===== src/rtl/fp_accel_pkg.sv =====
// Shared sizing for the fingerprint accelerator: vector/bus widths, word count
// per fingerprint and the number of bits kept from the final bus word.
package fp_accel_pkg;

  localparam int VECTOR_WIDTH = 920;
  localparam int BUS_WIDTH    = 128;

  function automatic int sub_vector_no(input int vw, input int bw);
    return (vw + bw - 1) / bw;
  endfunction

  // Bits of the final word that land inside the fingerprint.
  function automatic int last_keep_width(input int vw, input int bw);
    return vw - (sub_vector_no(vw, bw) - 1) * bw;
  endfunction

  localparam int SUB_VECTOR_NO = sub_vector_no(VECTOR_WIDTH, BUS_WIDTH);
  localparam int LAST_KEEP     = last_keep_width(VECTOR_WIDTH, BUS_WIDTH);
  localparam int CNT_WIDTH     = $clog2(VECTOR_WIDTH);
  localparam int WCNT_WIDTH    = (SUB_VECTOR_NO > 1) ? $clog2(SUB_VECTOR_NO) : 1;

endpackage


===== src/rtl/subvec_assembler_if.sv =====
// Upstream word stream plus downstream fingerprint port of subvec_assembler.
// o_ProtoErr exists only when SUBVEC_ASM_CHECK_EN is defined.
interface subvec_assembler_if;
  import fp_accel_pkg::*;

  // Both sides: a transfer happens on a rising edge where valid && ready;
  // valid must not wait on ready, and payload is held while valid && !ready.
  logic [BUS_WIDTH-1:0]    up_SubVector;
  logic                    up_Valid;
  logic [CNT_WIDTH-1:0]    up_Cnt;
  logic                    up_CntNew;
  logic                    up_Ready;
  logic [VECTOR_WIDTH-1:0] dn_Vector;
  logic [CNT_WIDTH-1:0]    dn_Cnt;
  logic                    dn_Valid;
  logic                    dn_Ready;
`ifdef SUBVEC_ASM_CHECK_EN
  logic                    o_ProtoErr;
`endif

  modport master (
    output up_SubVector, up_Valid, up_Cnt, up_CntNew, dn_Ready,
    input  up_Ready, dn_Vector, dn_Cnt, dn_Valid
`ifdef SUBVEC_ASM_CHECK_EN
    , input o_ProtoErr
`endif
  );

  modport slave (
    input  up_SubVector, up_Valid, up_Cnt, up_CntNew, dn_Ready,
    output up_Ready, dn_Vector, dn_Cnt, dn_Valid
`ifdef SUBVEC_ASM_CHECK_EN
    , output o_ProtoErr
`endif
  );

endinterface


===== src/rtl/subvec_assembler_slot.sv =====
// One ping-pong slot: per-word vector storage, weight register and full flag.
// The final word keeps only the bits that fall inside the fingerprint.
module subvec_slot
  import fp_accel_pkg::*;
(
  input  logic                    clk,
  input  logic                    rst_n,
  input  logic                    wr_en_i,
  input  logic [WCNT_WIDTH-1:0]   wr_idx_i,
  input  logic [BUS_WIDTH-1:0]    wr_data_i,
  input  logic                    cnt_ld_i,
  input  logic [CNT_WIDTH-1:0]    cnt_i,
  input  logic                    full_set_i,
  input  logic                    full_clr_i,
  output logic [VECTOR_WIDTH-1:0] vec_o,
  output logic [CNT_WIDTH-1:0]    cnt_o,
  output logic                    full_o
);

  logic [LAST_KEEP-1:0] last_q;
  logic [CNT_WIDTH-1:0] cnt_q;
  logic                 full_q;

  for (genvar k = 0; k < SUB_VECTOR_NO - 1; k++) begin : g_word
    logic [BUS_WIDTH-1:0] word_q;
    always_ff @(posedge clk or negedge rst_n) begin
      if (!rst_n) begin
        word_q <= '0;
      end else if (wr_en_i && (wr_idx_i == WCNT_WIDTH'(k))) begin
        word_q <= wr_data_i;
      end
    end
    assign vec_o[k*BUS_WIDTH +: BUS_WIDTH] = word_q;
  end

  always_ff @(posedge clk or negedge rst_n) begin
    if (!rst_n) begin
      last_q <= '0;
      cnt_q  <= '0;
      full_q <= 1'b0;
    end else begin
      if (wr_en_i && (wr_idx_i == WCNT_WIDTH'(SUB_VECTOR_NO - 1))) begin
        last_q <= wr_data_i[LAST_KEEP-1:0];
      end
      if (cnt_ld_i) begin
        cnt_q <= cnt_i;
      end
      // Set and clear never target the same slot in one cycle.
      if (full_set_i) begin
        full_q <= 1'b1;
      end else if (full_clr_i) begin
        full_q <= 1'b0;
      end
    end
  end

  assign vec_o[VECTOR_WIDTH-1 -: LAST_KEEP] = last_q;
  assign cnt_o  = cnt_q;
  assign full_o = full_q;

endmodule


===== src/rtl/subvec_assembler.sv =====
// Reassembles BUS_WIDTH sub-vectors into VECTOR_WIDTH fingerprints via two
// ping-pong slots. Optional sticky protocol checker under SUBVEC_ASM_CHECK_EN.
module subvec_assembler
  import fp_accel_pkg::*;
(
  input  logic               clk,
  input  logic               rstn,
  subvec_assembler_if.slave  bus
);

  logic                    wr_ptr_q, wr_ptr_d;
  logic                    rd_ptr_q, rd_ptr_d;
  logic [WCNT_WIDTH-1:0]   wcnt_q, wcnt_d;
  logic [1:0]              slot_full;
  logic [VECTOR_WIDTH-1:0] slot_vec [2];
  logic [CNT_WIDTH-1:0]    slot_cnt [2];

  logic up_ready, dn_valid, beat, last_word, complete, xfer;

  // up_Ready depends only on registered state, never on dn_Ready.
  assign up_ready  = !slot_full[wr_ptr_q];
  assign dn_valid  = slot_full[rd_ptr_q];
  assign beat      = bus.up_Valid && up_ready;
  assign last_word = (wcnt_q == WCNT_WIDTH'(SUB_VECTOR_NO - 1));
  assign complete  = beat && last_word;
  assign xfer      = dn_valid && bus.dn_Ready;

  always_comb begin
    wcnt_d   = wcnt_q;
    wr_ptr_d = wr_ptr_q ^ complete;
    rd_ptr_d = rd_ptr_q ^ xfer;
    if (beat) begin
      wcnt_d = last_word ? '0 : wcnt_q + 1'b1;
    end
  end

  always_ff @(posedge clk or negedge rstn) begin
    if (!rstn) begin
      wr_ptr_q <= 1'b0;
      rd_ptr_q <= 1'b0;
      wcnt_q   <= '0;
    end else begin
      wr_ptr_q <= wr_ptr_d;
      rd_ptr_q <= rd_ptr_d;
      wcnt_q   <= wcnt_d;
    end
  end

  for (genvar s = 0; s < 2; s++) begin : g_slot
    localparam logic SEL = 1'(s);
    subvec_slot u_slot (
      .clk        (clk),
      .rst_n      (rstn),
      .wr_en_i    (beat && (wr_ptr_q == SEL)),
      .wr_idx_i   (wcnt_q),
      .wr_data_i  (bus.up_SubVector),
      .cnt_ld_i   (complete && (wr_ptr_q == SEL)),
      .cnt_i      (bus.up_Cnt),
      .full_set_i (complete && (wr_ptr_q == SEL)),
      .full_clr_i (xfer && (rd_ptr_q == SEL)),
      .vec_o      (slot_vec[s]),
      .cnt_o      (slot_cnt[s]),
      .full_o     (slot_full[s])
    );
  end

  assign bus.up_Ready  = up_ready;
  assign bus.dn_Valid  = dn_valid;
  assign bus.dn_Vector = slot_vec[rd_ptr_q];
  assign bus.dn_Cnt    = slot_cnt[rd_ptr_q];

`ifdef SUBVEC_ASM_CHECK_EN
  logic proto_err_q;

  // Sticky: up_CntNew must mark exactly the word-counter's final word.
  always_ff @(posedge clk or negedge rstn) begin
    if (!rstn) begin
      proto_err_q <= 1'b0;
    end else if (beat && (bus.up_CntNew != last_word)) begin
      proto_err_q <= 1'b1;
    end
  end

  assign bus.o_ProtoErr = proto_err_q;
`else
  logic unused_cnt_new;
  assign unused_cnt_new = bus.up_CntNew;
`endif

endmodule


===== src/flat_wrapper.sv =====
// flat-port wrapper written by rule: the top's interface ports become plain ports
module subvec_assembler_flat import fp_accel_pkg::*;
  (clk, rstn, bus_up_SubVector, bus_up_Valid, bus_up_Cnt, bus_up_CntNew, bus_dn_Ready, bus_up_Ready, bus_dn_Vector, bus_dn_Cnt, bus_dn_Valid);
  subvec_assembler_if bus_i ();
  input  logic clk;
  input  logic rstn;
  input wire logic [$bits(bus_i.up_SubVector)-1:0] bus_up_SubVector;
  input wire logic [$bits(bus_i.up_Valid)-1:0] bus_up_Valid;
  input wire logic [$bits(bus_i.up_Cnt)-1:0] bus_up_Cnt;
  input wire logic [$bits(bus_i.up_CntNew)-1:0] bus_up_CntNew;
  input wire logic [$bits(bus_i.dn_Ready)-1:0] bus_dn_Ready;
  output wire logic [$bits(bus_i.up_Ready)-1:0] bus_up_Ready;
  output wire logic [$bits(bus_i.dn_Vector)-1:0] bus_dn_Vector;
  output wire logic [$bits(bus_i.dn_Cnt)-1:0] bus_dn_Cnt;
  output wire logic [$bits(bus_i.dn_Valid)-1:0] bus_dn_Valid;
  assign bus_i.up_SubVector = bus_up_SubVector;
  assign bus_i.up_Valid = bus_up_Valid;
  assign bus_i.up_Cnt = bus_up_Cnt;
  assign bus_i.up_CntNew = bus_up_CntNew;
  assign bus_i.dn_Ready = bus_dn_Ready;
  assign bus_up_Ready = bus_i.up_Ready;
  assign bus_dn_Vector = bus_i.dn_Vector;
  assign bus_dn_Cnt = bus_i.dn_Cnt;
  assign bus_dn_Valid = bus_i.dn_Valid;
  subvec_assembler u_core (.clk(clk), .rstn(rstn), .bus(bus_i));
endmodule

===== config.mk =====
export PLATFORM = sky130hd
export DESIGN_NAME = subvec_assembler_flat
export DESIGN_NICKNAME = d
export VERILOG_FILES = /design/src/rtl/fp_accel_pkg.sv /design/src/rtl/subvec_assembler_if.sv /design/src/rtl/subvec_assembler_slot.sv /design/src/rtl/subvec_assembler.sv /design/src/flat_wrapper.sv
export SDC_FILE = /design/constraint.sdc
export NUM_CORES = 2
export LEC_CHECK = 0
export ABC_AREA = 1
export BUFFER_PORTS_ARGS = -buffer_cell sky130_fd_sc_hd__buf_2
export CAP_MARGIN = 0
export CORE_AREA = 2 2 419 421
export DETAILED_ROUTE_END_ITERATION = 7
export DIE_AREA = 0 0 421 423
export PLACE_DENSITY_LB_ADDON = 0.12
export SLEW_MARGIN = 0
export SYNTH_ARGS = -nofsm -noshare
export SYNTH_HDL_FRONTEND = slang
export SYNTH_HIERARCHICAL = 1
export SYNTH_SLANG_ARGS = --single-unit

===== constraint.sdc =====
create_clock -name clk -period 2.5 [get_ports clk]
set_input_delay 0.375 -clock clk [delete_from_list [all_inputs] [get_ports clk]]
set_output_delay 0.375 -clock clk [all_outputs]
set_load 0.005 [all_outputs]

==> flow_summary.json <==
{
  "synth_common_cells": "7343 x nand2_1, 1867 x dfrtp_1, 1025 x nand3_1, 581 x buf_2, 127 x buf_4",
  "ys_seq_area_share_pct": 55.6,
  "critical_path_arrival_ns": 2.56,
  "met1_length_um": 130000,
  "area_growth_pct": 25.9,
  "hold_violations": 0,
  "dp_hpwl_um": 196000,
  "wl_per_cell_um": 23.1,
  "place_inst": 13963,
  "holdCritPathClass": "input pin to asynchronous set/reset pin",
  "tightest_slew_ns": 0.931,
  "synth-edff-count": 0,
  "ir_drop_v": 0.000846,
  "rr_startpoint": "u_core/wr_ptr_q",
  "rsz0062_at_grt": "yes",
  "powerDensity_mw_per_mm2": 1420,
  "finalWorstSetupSlack_ns": -0.436,
  "synth_warnings": 6,
  "synth_top_area_share_pct": 55.6,
  "async_flop_share_pct": 100,
  "drc_errors": 0,
  "avgSynthCellArea_um2": 7.57,
  "nNetsFinal": 12268,
  "yosysUniqueCellTypes": 20,
  "tns_ns": -281.94,
  "viasPerCell": 5.52,
  "maxSlewViolCount": 0,
  "required_ns": 2.12,
  "period_minus_slack_ns": 2.94,
  "postRouteAntennaNets": 0,
  "p_leak_nw": 61.3,
  "slew_headroom_pct": 38.0,
  "fillers": 15249,
  "timing.final.crit_share_pct": 117,
  "grt_max_degree": 145,
  "track_usage_pct": 36.7,
  "die_h_um": 423,
  "synth_area_mm2": 0.0841,
  "path_class": "flop to output port",
  "die_width_um": 421,
  "finalClockSkew_ns": 0.0256,
  "max_freq_ghz": 0.341,
  "post-place-ws_ns": 0.118,
  "num_rows": 153,
  "cts_sinks": 1867,
  "setup_violations": 931,
  "startpoint_type": "flop",
  "cts_max_level": 4,
  "wl_met2_um": 151000,
  "r2r_cells": 10,
  "place_congestion": 0.878,
  "yosysMostFrequentCell": "nand2_1",
  "clk_latency_ns": 0.87,
  "status": "finished, violations left",
  "wl_um": 338000,
  "io_buffers": 1073,
  "first_iter_violations": 10292,
  "power_w": 0.150,
  "drv_cap": 0,
  "reg2reg_to": "u_core/g_slot[0].u_slot/g_word[6].word_q[39]",
  "ys_ff_latch": 1867,
  "dr.pass1.iters": 8,
  "root_buffer": "clkbuf_16",
  "layout.cells.non_filler": 14620,
  "cts-buffers-inserted": 198,
  "clk_pin_slew_worst_paths_ns": 0.06,
  "hold-worst-slack_ns": 0.0356,
  "netlist_instances": 11098,
  "layout-drive-gt1-share_pct": 17.2,
  "rrSetupSlack_ns": 0.05,
  "grt_pass1_vias": 75767,
  "cts_tree": "done",
  "synth_nets": 11247,
  "start_util_pct": 48.5,
  "synth_largest_area_cell": "dfrtp_1",
  "wl_met3_um": 31300,
  "synth_top_cells_by_area": "dfrtp_1 56%, nand2_1 33%, nand3_1 6.1%, buf_2 3.5%, buf_4 1.1%",
  "cp_max_fo": 5,
  "fp.coreArea_mm2": 0.173,
  "design.die.area_mm2": 0.178,
  "num_vias": 80660,
  "boundaryPins": 1075,
  "cts_buffer_depth": 3,
  "synthFlopType": "dfrtp_1",
  "violations": "negative setup slack",
  "cp-end-kind": "output port",
  "grt_pass1_wl_um": 495000,
  "overflow": 0,
  "antenna_found_initial": 13,
  "dr.max_layer_used": "met5"
}
## worst max-delay path by stage
| stage | startpoint | endpoint | slack, ns | depth (start not counted) |
|---|---|---|---|---|
| after CTS | u_core/rd_ptr_q | bus_dn_Vector[477] | -0.49 | 9 |
| after detailed placement | u_core/wr_ptr_q | u_core/g_slot[0].u_slot/g_word[6].word_q[39] | 0.12 | 10 |
| after global routing | u_core/rd_ptr_q | bus_dn_Vector[53] | -0.50 | 10 |
| after global placement | u_core/wr_ptr_q | u_core/g_slot[0].u_slot/g_word[6].word_q[49] | 0.19 | 10 |
| after floorplan | u_core/wr_ptr_q | u_core/g_slot[0].u_slot/g_word[3].word_q[100] | 0.75 | 11 |
| final | u_core/rd_ptr_q | bus_dn_Vector[180] | -0.44 | 10 |
## metal layers
metal / track usage, % / vias up
met5: 0 / -
met4: 26.2 / 2
met3: 6.49 / 860
met2: 54.7 / 4571
met1: 48.8 / 39196
li1: - / 36031
## stage by stage
step                area (µm²)  utilization (%)
CTS                     104000             60.1
finish                  106000             61.1
floorplan                84100                -
detailed placement       91900             53.1
global placement         91900             53.1
global route            106000             61.1
## registers in the layout, summed over array words and instances, names as in the netlist
register	count
u_core/g_slot.u_slot/full_o	2
u_core/rd_ptr_q	1
u_core/g_slot.u_slot/last_q	48
u_core/wcnt_q	3
u_core/g_slot.u_slot/g_word.word_q	1792
u_core/g_slot.u_slot/cnt_o	20
u_core/wr_ptr_q	1
## worst max-delay path: stages, from the launching register on
cell       delay (ns)
dfrtp_4          0.50
buf_12           0.15
inv_16           0.06
buf_12           0.12
buf_16           0.14
buf_12           0.15
buf_12           0.15
clkbuf_16        0.17
nand2_4          0.05
nand2_2          0.08
buf_2            0.11
## repair_timing
item | 4_1_cts | 5_1_grt
setup buffers | 47 | 16
endpoints found under the setup margin | 927 | 1047
pin swaps | 54 | 46
endpoints found under the hold margin | 2943 | 0
hold buffers | 142 | 0
gates cloned | 55 | 24
resized for setup | 485 | 308
## cells in the final DEF (no fill, tap or decap), types with 3 or more instances in the layout
master,count
diode_2,7
nand4_1,3
nand2_4,164
dfrtp_1,1866
inv_6,8
inv_16,5
bufinv_16,14
clkbuf_1,55
clkbuf_16,221
clkbuf_4,5
buf_4,133
o21ai_0,20
buf_6,128
clkinv_2,30
dlygate4sd3_1,142
nand2_2,170
inv_1,36
clkinvlp_4,5
ha_1,6
clkbuf_8,47
bufbuf_16,13
nor2_4,14
buf_2,924
buf_16,73
buf_8,5
nand3_1,1025
nor2_1,4
clkinv_4,3
buf_12,149
nand2_1,7009
## kinds of logic (layout without fill, tap and decap cells)
logic type               count (synthesis)  count (layout)  synth area share, %
adder cells (fa/ha/maj)                  6               6               0.0893
buffers and inverters                  810            2000                 5.14
AO/OA/AOI/OAI                           23              23                0.146
AND/OR/NAND/NOR                       8392            8392                 39.0
other                                    0               7                    0
flip-flops                            1867            1867                 55.6
## area by class of cell
| class | instances | area, µm² | area share, % |
|---|---|---|---|
| clock buffer | 303 | 5880 | 5.56 |
| clock inverter | 66 | 860 | 0.812 |
| tap | 2325 | 2910 | 2.75 |
| antenna | 7 | 17.5 | 0.0166 |
| timing repair buffer | 1592 | 14500 | 13.7 |
| sequential | 1867 | 46700 | 44.1 |
| multi-input combinational | 8421 | 34800 | 32.8 |
| inverter | 39 | 173 | 0.163 |
## power breakdown
group          internal (W)  switching, W
sequential           0.0432       0.00742
combinational        0.0266        0.0425
clock                0.0177        0.0129
total                0.0876        0.0628
No activity file was read; power rests on OpenSTA's default activity.
